## src/rtl/mac_round_sat_if.sv

```systemverilog
// Bus between the multiplier-side driver and the round/saturate MAC stage.
// Carries the product stream with its burst framing strobes, and returns
// the sample strobe together with the status flags.
interface mac_round_sat_if #(
  parameter int P_W   = 60,
  parameter int OUT_W = 24
);
  logic signed [P_W-1:0]   p_in;
  logic                    p_valid;
  logic                    p_first;
  logic                    p_last;
  logic                    err_clr;
  logic signed [OUT_W-1:0] out_data;
  logic                    out_valid;
  logic                    busy;
  logic                    sat_flag;
  logic                    err_seq;
  logic                    err_ovf;

  modport master (
    output p_in, p_valid, p_first, p_last, err_clr,
    input  out_data, out_valid, busy, sat_flag, err_seq, err_ovf
  );

  modport slave (
    input  p_in, p_valid, p_first, p_last, err_clr,
    output out_data, out_valid, busy, sat_flag, err_seq, err_ovf
  );
endinterface

```

## src/rtl/mac_round_sat.sv

```systemverilog
// Accumulates one burst of signed products, rounds half-up, shifts and
// saturates the sum to the DAC sample width. Emits one sample per burst
// with a single-cycle strobe; keeps sticky saturation/protocol/overflow flags.
module mac_round_sat #(
  parameter int P_W       = 60,
  parameter int ACC_W     = 64,
  parameter int OUT_W     = 24,
  parameter int SHIFT     = 35,
  parameter int MAX_TERMS = 16
) (
  input logic            pclk,
  input logic            reset_n,
  mac_round_sat_if.slave bus
);

  localparam int CNT_W = $clog2(MAX_TERMS + 1);

  // Constants at ACC_W+1 bits so the rounding add cannot wrap.
  localparam logic signed [ACC_W:0] C_HALF =
    {{(ACC_W + 1 - SHIFT){1'b0}}, 1'b1, {(SHIFT - 1){1'b0}}};
  localparam logic signed [ACC_W:0] C_MAX =
    {{(ACC_W - OUT_W + 2){1'b0}}, {(OUT_W - 1){1'b1}}};
  localparam logic signed [ACC_W:0] C_MIN =
    {{(ACC_W - OUT_W + 2){1'b1}}, {(OUT_W - 1){1'b0}}};
  localparam logic signed [OUT_W-1:0] C_OUT_MAX = {1'b0, {(OUT_W - 1){1'b1}}};
  localparam logic signed [OUT_W-1:0] C_OUT_MIN = {1'b1, {(OUT_W - 1){1'b0}}};

  typedef enum logic {IDLE, ACC} state_t;

  state_t                  r_state;
  logic signed [ACC_W-1:0] r_acc;
  logic [CNT_W-1:0]        r_count;
  logic signed [OUT_W-1:0] r_outData;
  logic                    r_outValid;
  logic                    r_satFlag;
  logic                    r_errSeq;
  logic                    r_errOvf;

  state_t                  w_stateNext;
  logic signed [ACC_W-1:0] w_pExt;
  logic signed [ACC_W-1:0] w_sum;
  logic [CNT_W-1:0]        w_countNext;
  logic                    w_done;
  logic                    w_seqErr;
  logic                    w_ovfErr;
  logic signed [ACC_W:0]   w_sumExt;
  logic signed [ACC_W:0]   w_rnd;
  logic signed [ACC_W:0]   w_r;
  logic                    w_satHi;
  logic                    w_satLo;
  logic signed [OUT_W-1:0] w_outNext;

  assign w_pExt = {{(ACC_W - P_W){bus.p_in[P_W-1]}}, bus.p_in};

  // Next state, next accumulator value and event strobes for this beat;
  // w_sum is the value the accumulator takes, which is also the burst sum on p_last.
  always_comb begin
    w_stateNext = r_state;
    w_sum       = r_acc;
    w_countNext = r_count;
    w_done      = 1'b0;
    w_seqErr    = 1'b0;
    w_ovfErr    = 1'b0;
    if (bus.p_valid) begin
      if (bus.p_first) begin
        w_sum       = w_pExt;
        w_countNext = CNT_W'(1);
        w_stateNext = ACC;
        w_seqErr    = (r_state == ACC);
        if (bus.p_last) begin
          w_done      = 1'b1;
          w_stateNext = IDLE;
        end
      end else if (r_state == IDLE) begin
        w_seqErr = 1'b1;
      end else begin
        if (r_count < CNT_W'(MAX_TERMS)) begin
          w_sum       = r_acc + w_pExt;
          w_countNext = r_count + CNT_W'(1);
        end else begin
          w_ovfErr = 1'b1;
        end
        if (bus.p_last) begin
          w_done      = 1'b1;
          w_stateNext = IDLE;
        end
      end
    end
  end

  // Round half-up, arithmetic shift, then clamp into the sample range.
  always_comb begin
    w_sumExt  = {w_sum[ACC_W-1], w_sum};
    w_rnd     = w_sumExt + C_HALF;
    w_r       = w_rnd >>> SHIFT;
    w_satHi   = (w_r > C_MAX);
    w_satLo   = (w_r < C_MIN);
    w_outNext = w_r[OUT_W-1:0];
    if (w_satHi) begin
      w_outNext = C_OUT_MAX;
    end else if (w_satLo) begin
      w_outNext = C_OUT_MIN;
    end
  end

  // Burst state, accumulator and term count.
  always_ff @(posedge pclk or negedge reset_n) begin
    if (!reset_n) begin
      r_state <= IDLE;
      r_acc   <= '0;
      r_count <= '0;
    end else begin
      r_state <= w_stateNext;
      r_acc   <= w_sum;
      r_count <= w_countNext;
    end
  end

  // Result register and sticky flags; a set condition beats err_clr.
  always_ff @(posedge pclk or negedge reset_n) begin
    if (!reset_n) begin
      r_outData  <= '0;
      r_outValid <= 1'b0;
      r_satFlag  <= 1'b0;
      r_errSeq   <= 1'b0;
      r_errOvf   <= 1'b0;
    end else begin
      r_outValid <= w_done;
      if (w_done) begin
        r_outData <= w_outNext;
      end
      r_satFlag <= (w_done & (w_satHi | w_satLo)) | (r_satFlag & ~bus.err_clr);
      r_errSeq  <= w_seqErr | (r_errSeq & ~bus.err_clr);
      r_errOvf  <= w_ovfErr | (r_errOvf & ~bus.err_clr);
    end
  end

  assign bus.out_data  = r_outData;
  assign bus.out_valid = r_outValid;
  assign bus.busy      = (r_state == ACC);
  assign bus.sat_flag  = r_satFlag;
  assign bus.err_seq   = r_errSeq;
  assign bus.err_ovf   = r_errOvf;

endmodule

```

## src/flat_wrapper.sv

```systemverilog
// flat-port wrapper written by rule: the top's interface ports become plain ports
module mac_round_sat_flat 
#(
  parameter int P_W       = 60,
  parameter int ACC_W     = 64,
  parameter int OUT_W     = 24,
  parameter int SHIFT     = 35,
  parameter int MAX_TERMS = 16
)
  (pclk, reset_n, bus_p_in, bus_p_valid, bus_p_first, bus_p_last, bus_err_clr, bus_out_data, bus_out_valid, bus_busy, bus_sat_flag, bus_err_seq, bus_err_ovf);
  mac_round_sat_if #(.P_W(P_W), .OUT_W(OUT_W)) bus_i ();
  input logic pclk;
  input logic reset_n;
  input wire logic [$bits(bus_i.p_in)-1:0] bus_p_in;
  input wire logic [$bits(bus_i.p_valid)-1:0] bus_p_valid;
  input wire logic [$bits(bus_i.p_first)-1:0] bus_p_first;
  input wire logic [$bits(bus_i.p_last)-1:0] bus_p_last;
  input wire logic [$bits(bus_i.err_clr)-1:0] bus_err_clr;
  output wire logic [$bits(bus_i.out_data)-1:0] bus_out_data;
  output wire logic [$bits(bus_i.out_valid)-1:0] bus_out_valid;
  output wire logic [$bits(bus_i.busy)-1:0] bus_busy;
  output wire logic [$bits(bus_i.sat_flag)-1:0] bus_sat_flag;
  output wire logic [$bits(bus_i.err_seq)-1:0] bus_err_seq;
  output wire logic [$bits(bus_i.err_ovf)-1:0] bus_err_ovf;
  assign bus_i.p_in = bus_p_in;
  assign bus_i.p_valid = bus_p_valid;
  assign bus_i.p_first = bus_p_first;
  assign bus_i.p_last = bus_p_last;
  assign bus_i.err_clr = bus_err_clr;
  assign bus_out_data = bus_i.out_data;
  assign bus_out_valid = bus_i.out_valid;
  assign bus_busy = bus_i.busy;
  assign bus_sat_flag = bus_i.sat_flag;
  assign bus_err_seq = bus_i.err_seq;
  assign bus_err_ovf = bus_i.err_ovf;
  mac_round_sat #(.P_W(P_W), .ACC_W(ACC_W), .OUT_W(OUT_W), .SHIFT(SHIFT), .MAX_TERMS(MAX_TERMS)) u_core (.pclk(pclk), .reset_n(reset_n), .bus(bus_i));
endmodule
```

## config.mk

```make
export PLATFORM = sky130hd
export DESIGN_NAME = mac_round_sat_flat
export DESIGN_NICKNAME = d
export VERILOG_FILES = /design/src/rtl/mac_round_sat_if.sv /design/src/rtl/mac_round_sat.sv /design/src/flat_wrapper.sv
export SDC_FILE = /design/constraint.sdc
export NUM_CORES = 1
export LEC_CHECK = 0
export ABC_AREA = 1
export CELL_PAD_IN_SITES_DETAIL_PLACEMENT = 0
export CELL_PAD_IN_SITES_GLOBAL_PLACEMENT = 1
export CORE_ASPECT_RATIO = 0.5
export CORE_MARGIN = 5
export CORE_UTILIZATION = 41
export DETAILED_ROUTE_END_ITERATION = 10
export GPL_TIMING_DRIVEN = 0
export PLACE_DENSITY_LB_ADDON = 0.12
export SYNTH_ARGS = -nofsm -noshare
export SYNTH_HDL_FRONTEND = slang
export SYNTH_SLANG_ARGS = --single-unit
```

## constraint.sdc

```tcl
create_clock -name pclk -period 4.6 [get_ports pclk]
set_clock_uncertainty 0.05 [all_clocks]
set_input_delay 0.92 -clock pclk [delete_from_list [all_inputs] [get_ports pclk]]
set_output_delay 0.92 -clock pclk [all_outputs]
set_load 0.01 [all_outputs]
```

### Word-level counts from Yosys, hierarchy flattened

Cells that the tools add are included.
W data, S select, Z words.

* flip-flop bits (word level): 98
* input bits: 66
* output and inout bits: 29
* word-level logic and storage cells: 49

* $add $sub $neg: 3
* $lt $le $gt $ge: 3
* mux-type cells: 23
* bitwise operators: 9
* reductions and logical operators: 3

Operators by type and width (count)
* $mux W64: 4
* $add A64 B36 Y65 const B: 1
* $add A64 B60 Y64: 1
* $mux W24: 2
* $gt A30 B24 Y1 const B: 1
* $lt A30 B24 Y1 const B: 1
* $mux W5: 3
* $mux W1: 14
* $add A5 B1 Y5 const B: 1
* $lt A5 B5 Y1 const B: 1
* $and A1 B1 Y1: 4
* $or A1 B1 Y1: 4
* $reduce_bool A2 Y1: 2
* $reduce_and A3 Y1: 1
* $not A1 Y1: 1

### Logic depth before layout (Yosys ltp)

* depth after elaboration: 10
* gate-level depth with buffers: 34
* mapped depth without buffers: 33

### Worst setup path before layout

OpenSTA, ideal clock, no wires.

* path kind: input to register
* start point: input port bus_p_in[0]
* end point: register u_core.r_outData[16] (netlist: u_core.bus.out_data[16])
* library setup time: 0.117 ns
* data arrival time: 3.952 ns
* data required time: 4.433 ns
* setup slack: 0.481 ns
* cell stages on the path: 31
* path buffers: 1
* cells stage by stage: ha_1 inv_1 fa_1 inv_1 nand3_1 nand3b_1 nand2_1 nand2_1 nand2_1 nand2_1 or2_2 nand3_1 nand2_1 nand2_1 nand2_1 ha_1 nand3_1 nor2_1 nand3_2 nor2_4 nand2_2 nor2_1 nand2_1 nand2_1 and2_1 nand2_2 nand2_4 buf_6 nand2_1 nand2_1 nand2_1

* cells in the longest elaborated chain, start to end: 9
* elaborated cells between the ends (all ways): 10
* those cells by class: add/sub: 2; order compare: 2; mux: 6

Ends and longest elaborated chain
* from (decl): RTL line flat_wrapper.sv:14 `input wire logic [$bits(bus_i.p_in)-1:0] bus_p_in;`
* $add A64 B60 Y64 (*): RTL line mac_round_sat.sv:78 `w_sum = r_acc + w_pExt;`
* $mux W64 (*): RTL line mac_round_sat.sv:77 `if (r_count < CNT_W'(MAX_TERMS)) begin`
* $mux W64 (*): RTL line mac_round_sat.sv:74 `end else if (r_state == IDLE) begin`
* $mux W64 (*): RTL line mac_round_sat.sv:65 `if (bus.p_first) begin`
* $mux W64 (*): RTL line mac_round_sat.sv:64 `if (bus.p_valid) begin`
* net u_core.w_sum[34]: RTL line mac_round_sat.sv:41 `logic signed [ACC_W-1:0] w_sum;`
* $add A64 B36 Y65 (*): RTL line mac_round_sat.sv:94 `w_rnd = w_sumExt + C_HALF;`
* $lt A30 B24 Y1: RTL line mac_round_sat.sv:97 `w_satLo = (w_r < C_MIN);`
* $mux W24: RTL line mac_round_sat.sv:101 `end else if (w_satLo) begin`
* $mux W24 (*): RTL line mac_round_sat.sv:99 `if (w_satHi) begin`
* to (signal assigned): RTL line mac_round_sat.sv:130 `r_outData <= w_outNext;`
* to (decl): RTL line mac_round_sat.sv:33 `logic signed [OUT_W-1:0] r_outData;`

Mark *: on every way through the listed nets, which the timed path passes. The rest lies on a longest branch.
A chain may end at the register's enable or synchronous reset.

### Worst setup path in the final report

* start point: input port bus_p_valid
* end point: register u_core.r_outData[16] (netlist: u_core.bus.out_data[16])

* cells in the longest elaborated chain, start to end: 5
* elaborated cells between the ends (all ways): 7
* those cells by class: add/sub: 1; order compare: 2; mux: 4

Ends and longest elaborated chain
* from (decl): RTL line flat_wrapper.sv:15 `input wire logic [$bits(bus_i.p_valid)-1:0] bus_p_valid;`
* $mux W64 (*): RTL line mac_round_sat.sv:64
* net u_core.w_sum[34]: RTL line mac_round_sat.sv:41
* $add A64 B36 Y65 (*): RTL line mac_round_sat.sv:94
* $lt A30 B24 Y1: RTL line mac_round_sat.sv:97
* $mux W24: RTL line mac_round_sat.sv:101
* $mux W24 (*): RTL line mac_round_sat.sv:99

Marked as above.

==> metrics <==
status=finished, final reports clean; Finish-stage setup viols=0; Sw Pwr=2.635 mW; Sw Share=49.21%; fin crit share=96.86%; met3 Use GR=3.983%; Post-Synth Adder-Cell Area=7.189%; max_cap viols=0; worst min path class=input port to async pin; Die H=129.8 um; port buffer count=94; number of synthesized flops with an enable pin=0; initial antenna violation count=0; die area=32390 um^2; Pins Over Slew Limit=0; met1 Track Usage GR=37.66%; clock buffer depth=2; clock period minus worst slack=4.455 ns; vias in the first global route=12132; NumNets Final=2439; multi-input logic area=9092 um^2; Synth Instances=2169; ys flop type=dfrtp_1; Ant. Diodes=0; Hold Slack=0.3832 ns; Routed Antenna Nets=0; Vias/cell=4.863; Worst-Skew Late Latency=0.39 ns; mapped cell area=11770 um^2; Reg clk slew, reported paths=0.08 ns; Netlist cell types=42; # rows=43; kind of end point of the critical path=register; I/O pins=95; Mean Syn Cell Area=5.424 um^2; largest net degree at the start of global routing=40; DR WL/cell=16.39 um; final hold vios=0; Placed Area=13230 um^2; overall routed net length=44140 um; die width=249.6 um; combinational share of power=61.6%; total global routing track utilization=26.58%; fill cell count=2969; slew margin rel.=31.39%; CTS Root Cell=clkbuf_16; core area=27980 um^2; met2 GRT Util=43.26%; DRC=0; Compound-Gate Fraction of Synth Area=7.349%; CP required=4.87 ns; total number of vias=13097; Net Count, Synth=2302; fmax=224.4 MHz; Iter 0 DRT Violations=1066; Initial Utilization=42.05%; Final HPWL DP=35840 um; final instance area=15290 um^2; TritonCTS clock tree=yes; Int Power=2.720 mW; post-synthesis simple-gate area fraction=48.81%; DRT Pass-1 Iters=5; GRT busiest layer=met2; Reg area=2452 um^2; Worst-Margin Slew=1.029 ns; grt total ovfl=0; GPL Wtd Cong=0.9396; Max Fanout on Critical Path=10; Sink Count=98; Flop pwr share=22.6%; worst vdd rail ir drop=0.0002114 V; largest family of logic cells by synthesized area=simple AND/OR/NAND/NOR gates; CTS buffer count=9; Pwr per Cell Area=350.2 nW/um^2; Power Total=5.355 mW; CP startpoint kind=input port; clock power share=15.9%; Synth Area in XOR/XNOR=1.638%; Synth Register Bits=98; first-pass GRT wire length=67310 um; Async S/R FF share, synth=100.0%; Worst EP arrival=4.73 ns; layout cell share with drive strength beyond 1=16.44%; Reg2Reg Depth=25; register area share after synthesis=20.84%; Leak=8.145 nW; mux share of post-synthesis cell area=0%; yosys warns=0; critical path type=input port to register; P&R area growth vs syn=29.98%; H-tree depth=3
-- kinds of logic after synthesis --
logic type | count (synthesis)
simple gates | 1401
buf+inv | 435
compound gates | 146
flops | 98
fa+ha+maj | 67
xor+xnor | 22
-- critical path, cell delays in order --
cell and delay (ns):
clkdlybuf4s50_1 0.42, clkinv_1 0.17, clkbuf_1 0.47, buf_1 0.63
nand2_1 0.22, nand2_4 0.15, ha_4 0.16, nand3_4 0.09
nor2_4 0.12, nand3_4 0.13, nor2_4 0.18, buf_4 0.14
nand4_1 0.07, nand2_1 0.08, nand2_1 0.05, nor2_1 0.09
nand2_1 0.10, nand2_4 0.13, buf_6 0.15, nand2_2 0.05
nand2_1 0.05, nand2_1 0.05, nand2_1 0.09
-- power groups by stage --
stage	logic, mW	clock network [mW]	registers, mW
floorplan	1.85	0	1.17
global placement	2.73	0	1.17
detailed placement	2.74	0	1.17
CTS	2.92	0.870	1.18
global route	3.65	0.902	1.23
finish	3.30	0.849	1.21
-- synth_stat cells, types with 4 or more instances --
library cell | number | share of area (%)
nand3_2 | 9 | 0.77
nor2_2 | 23 | 1.2
o211ai_1 | 25 | 1.6
clkbuf_1 | 22 | 0.70
a21oi_2 | 4 | 0.30
clkinv_1 | 6 | 0.19
or2_2 | 8 | 0.43
o21ai_1 | 4 | 0.17
nand4_1 | 18 | 0.96
dfrtp_1 | 98 | 21
a21oi_1 | 84 | 3.6
inv_2 | 22 | 0.70
buf_6 | 4 | 0.38
ha_1 | 66 | 7.0
xor2_1 | 20 | 1.5
nor3_1 | 17 | 0.72
nor2_1 | 195 | 6.2
nor2_4 | 6 | 0.57
o21ai_0 | 18 | 0.77
nand2_2 | 15 | 0.80
nand2_1 | 984 | 31
buf_1 | 6 | 0.19
inv_1 | 372 | 12
nand3_1 | 113 | 4.8
-- metrics by stage --
step                      std cells  setup TNS, ns  setup WS, ns  utilization, %
final                          2693              0        0.1445           54.66
after global routing           2693        -0.8439      -0.07119           54.66
after CTS                      2672              0     0.0003721           50.42
after detailed placement       2647         -24.71        -1.068           47.29
after global placement         2645        -189.45        -1.701           47.12
after floorplan                2169              0        0.4807               -
-- placed cells by master, fill, tap and decap left out, drive strengths merged, types with 18 or more instances in the layout --
master,count
buf,46
clkdlybuf4s50,54
a21oi,91
nand2,1001
xor2,20
o21ai,22
dlymetal6s2s,33
nand3,122
nor3,19
nor2,224
nand4,18
inv,396
clkbuf,32
o211ai,25
dfrtp,98
ha,66
-- per-layer routing --
| metal | vias to the layer above | wire length (um) |
|---|---|---|
| met5 | - | 0 |
| met4 | 0 | 1046 |
| met3 | 55 | 2521 |
| met2 | 350 | 19340 |
| met1 | 5850 | 21230 |
| li1 | 6842 | - |
-- timing repair --
item,4_1_cts,5_1_grt
cloned,0,1
pin swaps,15,57
gates resized for setup,83,264
setup endpoints to repair,24,25
hold buffers,0,0
setup buffers,9,20
-- final timing paths --
kind                                      from                 endpoint  slack, ns
max                                bus_p_valid  u_core.bus.out_data[16]       0.14
max reg2reg                    u_core.bus.busy  u_core.bus.out_data[16]       0.45
min in group pclk          u_core.bus.sat_flag      u_core.bus.sat_flag       0.43
min reg2reg                u_core.bus.sat_flag      u_core.bus.sat_flag       0.43
min                                    reset_n   u_core.bus.out_data[3]       0.38
max in group asynchronous              reset_n         u_core.r_acc[19]       3.29
-- state kept, by name (all words and copies together), names as in the netlist --
signal	flops
u_core.bus.sat_flag	1
u_core.r_acc	64
u_core.bus.err_seq	1
u_core.bus.busy	1
u_core.bus.out_data	24
u_core.bus.err_ovf	1
u_core.bus.out_valid	1
u_core.r_count	5
-- area by class of cell --
class	count	share of cell area, %
multi-input combinational	1636	59.46
sequential	98	16.04
inverter	400	9.818
timing repair buffer	126	8.419
tap	382	3.126
clock buffer	10	1.563
buffer	35	1.105
clock inverter	6	0.4746
Power figures use the tool's default switching activity.
==> RTL change 1, RTL diff (same settings) <==
`P_W` is set to 60 in 3 places; all go to 56.
--- a/src/rtl/mac_round_sat_if.sv
+++ b/src/rtl/mac_round_sat_if.sv
@@ -3,5 +3,5 @@
 // the sample strobe together with the status flags.
 interface mac_round_sat_if #(
-  parameter int P_W   = 60,
+  parameter int P_W   = 56,
   parameter int OUT_W = 24
 );
--- a/src/rtl/mac_round_sat.sv
+++ b/src/rtl/mac_round_sat.sv
@@ -3,5 +3,5 @@
 // with a single-cycle strobe; keeps sticky saturation/protocol/overflow flags.
 module mac_round_sat #(
-  parameter int P_W       = 60,
+  parameter int P_W       = 56,
   parameter int ACC_W     = 64,
   parameter int OUT_W     = 24,
--- a/src/flat_wrapper.sv
+++ b/src/flat_wrapper.sv
@@ -2,5 +2,5 @@
 module mac_round_sat_flat 
 #(
-  parameter int P_W       = 60,
+  parameter int P_W       = 56,
   parameter int ACC_W     = 64,
   parameter int OUT_W     = 24,
Interface: changed (resized bus_p_in); port bits go from 95 to 91. The function was not compared with the original's and may differ.
==> RTL change 1 against the original RTL <==
  * Final area up 1.6%
  * Setup slack worse by 0.0053 ns
  * Synthesized cell count down 2.9%
  * Count of clock-buffer cells in the layout down 1
  * Sequential cell count unchanged
  * Synthesized area up 1.8%
  * Wire length down 1.7%
  * Total power up 2.2%
  * Core utilization down 0.91 points
  * Critical endpoint is now u_core.bus.out_data[8]$_DFFE_PN0P_
  * Largest power group unchanged
==> RTL change 1: results (changes against the original RTL) <==
{| class="wikitable"
! Metric !! Value
|-
| Status || complete, no violations
|-
| P_int || 2.79 mW (+2.8%)
|-
| Last weighted congestion value of the routability-driven placer || 1.00 (+6.8%)
|-
| CLK BUF || 9 (-1)
|-
| Xor and xnor area share after synthesis || 0.0175 (+0.00117)
|-
| Slowest library cell on the worst path || clkdlybuf4s50_1
|-
| Met2 wire len || 19000 um (-1.8%)
|-
| Fraction of power consumed by sequential logic || 0.220 (-0.006)
|-
| Startpoint of the worst register-to-register path || u_core.r_acc[41]$_DFF_PN0_
|-
| Adder-cell share of the synthesized area || 0.0706 (-0.00128)
|-
| Total Routing Usage GR || 0.258 (-0.00788)
|-
| Headroom to the max-slew limit || 0.257 (-0.0573)
|-
| Launch point of the critical path || bus_p_in[41]
|-
| Mean area per synthesized cell || 5.69 um^2 (+4.8%)
|-
| Power density normalized to cell area || 352 nW/um^2 (+0.56%)
|-
| Global-route wire length before repair || 65700 um (-2.4%)
|-
| Proportion of layout cells with a drive suffix above 1 || 0.200 (+0.0353)
|-
| Count of multi-input combinational gates || 1593 (-2.6%)
|-
| Slack of the worst reg-to-reg path || 0.73 ns (+0.28 ns)
|-
| Vias in the first global route || 11800 (-2.7%)
|-
| Signal buffers share of area || 0.103 (+0.00785)
|-
| Area taken by multi-input logic gates || 9240 um^2 (+1.6%)
|-
| Proportion of power drawn by combinational gates || 0.623 (+0.007)
|-
| Initial DRC Count || 838 (-21%)
|-
| List of most frequent post-synthesis cells || nand2_1 (883), inv_1 (357), nor2_1 (191)
|-
| Period minus WS final || 4.46 ns (+0.00527 ns)
|-
| Combinational cell power || 3.41 mW (+3%)
|-
| Hold_ws || 0.447 ns (+0.0634 ns)
|-
| Layout filler cell count || 3034 (+2.2%)
|-
| Sum of routed wire length over all layers || 43400 um (-1.7%)
|-
| Post-detail-place hpwl || 35300 um (-1.5%)
|-
| Non-filler cells in the finished layout || 2659 (-1.3%)
|-
| Highest metal layer with signal wires || met5
|}
==> RTL change 1: cell types whose count changed in the layout (fill, tap and decap cells not counted), moves of 22 or more <==
cell	delta
nand2_2	+26
nand3_1	-25
clkdlybuf4s50_1	+22
nand2_1	-102
dlymetal6s2s_1	-22
nor2_1	+33
==> RTL change 1: metal layers <==
| layer | vias up | GRT usage |
|---|---|---|
| li1 | 6729 | - |
| met3 | 44 | 0.0354 |
| met2 | 263 | 0.416 |
| met5 | - | 0 |
| met1 | 5741 | 0.365 |
| met4 | 2 | 0.0731 |
==> RTL change 1: what timing repair did <==
item | in CTS | in global routing
setup buffers | 14 | 38
gates cloned | 1 | 2
pin swaps | 13 | 71
gates resized for setup | 57 | 234
setup endpoints to repair | 24 | 24
==> RTL change 1: worst max-delay path: cells and delay by family <==
kind                     cells  cell delay [ns]
AND/OR/NAND/NOR             18             1.99
buffers and inverters        5             0.92
AO/OA/AOI/OAI                3             0.51
adder cells (fa/ha/maj)      1             0.35
==> RTL change 2, RTL diff (same settings) <==
Made on the original files. Make the reset (`reset_n`) synchronous in 2 clocked blocks.
--- a/src/rtl/mac_round_sat.sv
+++ b/src/rtl/mac_round_sat.sv
@@ -105,5 +105,5 @@
 
   // Burst state, accumulator and term count.
-  always_ff @(posedge pclk or negedge reset_n) begin
+  always_ff @(posedge pclk) begin
     if (!reset_n) begin
       r_state <= IDLE;
@@ -118,5 +118,5 @@
 
   // Result register and sticky flags; a set condition beats err_clr.
-  always_ff @(posedge pclk or negedge reset_n) begin
+  always_ff @(posedge pclk) begin
     if (!reset_n) begin
       r_outData  <= '0;
Formal check against the unedited RTL: differs if reset_n is asserted again (counterexample within 4 cycles, from zero or initial values and one cycle with reset_n low); with reset_n held inactive, the same outputs for 4 cycles.
==> RTL change 2 against the original RTL <==
  * Sequential cell count is the same
  * Final area is 0.75% lower
  * Synthesized area rose by 1.3%
  * Worst hold slack better by 0.043 ns
  * Setup slack improved by 0.031 ns
  * Wire length rose by 3.3%
Power is not compared: it rests on default switching activity, and its combinational part moved more than twofold at a synthesized area within 25%.
==> RTL change 2: results (changes against the original RTL) <==
{| class="wikitable"
! Metric !! Value
|-
| Status || complete, no violations
|-
| Synthesized netlist net count || 2334 (+1.4%)
|-
| Hold_ws || 0.427 ns (+0.0435 ns)
|-
| Initial DRC Count || 939 (-12%)
|-
| Global-route wire length before repair || 67900 um (+0.83%)
|-
| Vias || 13300 (+1.4%)
|-
| Proportion of layout cells with a drive suffix above 1 || 0.192 (+0.0273)
|-
| Non-filler cells in the finished layout || 2743 (+1.9%)
|-
| Post-detail-place hpwl || 37100 um (+3.6%)
|-
| Last weighted congestion value of the routability-driven placer || 0.973 (+3.6%)
|-
| Slew of the pin with the lowest slew margin || 0.816 ns (-0.213 ns)
|-
| Sum of routed wire length over all layers || 45600 um (+3.3%)
|-
| Most common flop cell mapped by yosys || dfxtp_1
|-
| Mean area per synthesized cell || 5.41 um^2 (-0.19%)
|-
| Post-place instance area || 13300 um^2 (+0.74%)
|-
| Cell types occupying the most area after synthesis || nand2_1 (27%), dfxtp_1 (16%), inv_1 (12%)
|-
| # placed instances || 2684 (+1.4%)
|-
| CP Data Arrival Time || 4.65 ns (-0.08 ns)
|-
| Reg2Reg Capture Point || u_core.bus.out_data[19]$_SDFFE_PN0P_
|-
| Count of port buffers added during placement || 92 (-2.1%)
|-
| Layout filler cell count || 3186 (+7.3%)
|-
| Worst-path fanout max || 5 (-5)
|-
| Synth unique cells || 47 (+12%)
|-
| Largest net degree at the start of global routing || 21 (-48%)
|-
| Period minus WS final || 4.42 ns (-0.0312 ns)
|-
| List of most frequent post-synthesis cells || nand2_1 (861), inv_1 (370), nor2_1 (188)
|-
| Total Routing Usage GR || 0.269 (+0.00299)
|-
| Share of flip-flops with an asynchronous set or reset || 0 (-1.00)
|-
| Startpoint of the worst register-to-register path || u_core.r_acc[17]$_SDFFE_PN0P_
|-
| Core area || 28800 um^2 (+3.1%)
|-
| Pre-CTS worst setup slack || -0.759 ns (+0.310 ns)
|-
| Slack of the worst reg-to-reg path || 0.67 ns (+0.22 ns)
|-
| Min-Delay Path Class || reg2reg
|-
| Launch point of the critical path || bus_p_in[19]
|}
==> RTL change 2: cell types whose count changed in the layout (fill, tap and decap cells not counted), sizes merged, moves of 29 or more <==
cell,delta
dfxtp,+98
nand2,-90
a21oi,+29
dfrtp,-98
o21ai,+38
a31oi,+30
==> RTL change 2: routing by layer <==
metal,up-vias,global-route usage,share of wire
li1,7026,-,-
met1,5921,0.380,0.50
met2,285,0.421,0.42
met3,51,0.0524,0.052
met4,0,0.0766,0.026
met5,-,0,0
==> RTL change 2: what timing repair did <==
| item | 4_1_cts | 5_1_grt |
|---|---|---|
| gates cloned | 1 | 0 |
| setup endpoints to repair | 25 | 24 |
| gates resized for setup | 75 | 183 |
| pin swaps | 14 | 62 |
| buffers inserted | 15 | 27 |
==> RTL change 2: final cells by class <==
type / instances / area, um^2 / area share
Timing Repair Buffer: 135 / 1350 / 0.0886
Inverter: 404 / 1520 / 0.0999
Clock inverter: 7 / 75.1 / 0.00495
Clock buffer: 9 / 225 / 0.0148
Buffer: 45 / 236 / 0.0156
Tap cell: 391 / 489 / 0.0322
Sequential cell: 98 / 1960 / 0.129
Multi-Input combinational cell: 1654 / 9330 / 0.615
==> RTL change 2: cell families (layout without fill, tap and decap cells) <==
group                    Yosys count  in the layout  share of synthesized area
adder cells (fa/ha/maj)           67             67                     0.0710
XOR/XNOR                          24             24                     0.0176
AO/OA/AOI/OAI                    230            230                      0.118
flip-flops                        98             98                      0.165
AND/OR/NAND/NOR                 1333           1333                      0.482
buffers and inverters            449            600                      0.147
==> RTL change 2: critical path, cell delays in order <==
cell,delay [ns]
clkdlybuf4s50_1,0.55
ha_4,0.25
nand2_2,0.13
inv_1,0.05
nand2_1,0.06
nand2_1,0.08
inv_1,0.06
nand2_1,0.12
inv_1,0.10
nand3_2,0.15
nand2_2,0.15
nand3_1,0.10
nand3_2,0.10
nand2_2,0.06
a21oi_2,0.28
nand2_2,0.13
nor2_4,0.14
nand2_4,0.09
nor2_4,0.17
nand3_1,0.09
nand2_1,0.06
nand2_1,0.08
nor2_2,0.09
nand3_2,0.11
a21oi_4,0.21
buf_6,0.14
buf_16,0.11
a21oi_2,0.05
==> RTL change 2: power by group through the flow <==
stage | sequential, mW | combinational [mW] | clock [mW]
floorplan | 0.947 | 0.730 | 0
CTS | 0.935 | 1.15 | 0.851
global placement | 0.950 | 1.08 | 0
finish | 0.942 | 1.26 | 0.843
global route | 0.948 | 1.38 | 0.884
detailed placement | 0.950 | 1.09 | 0
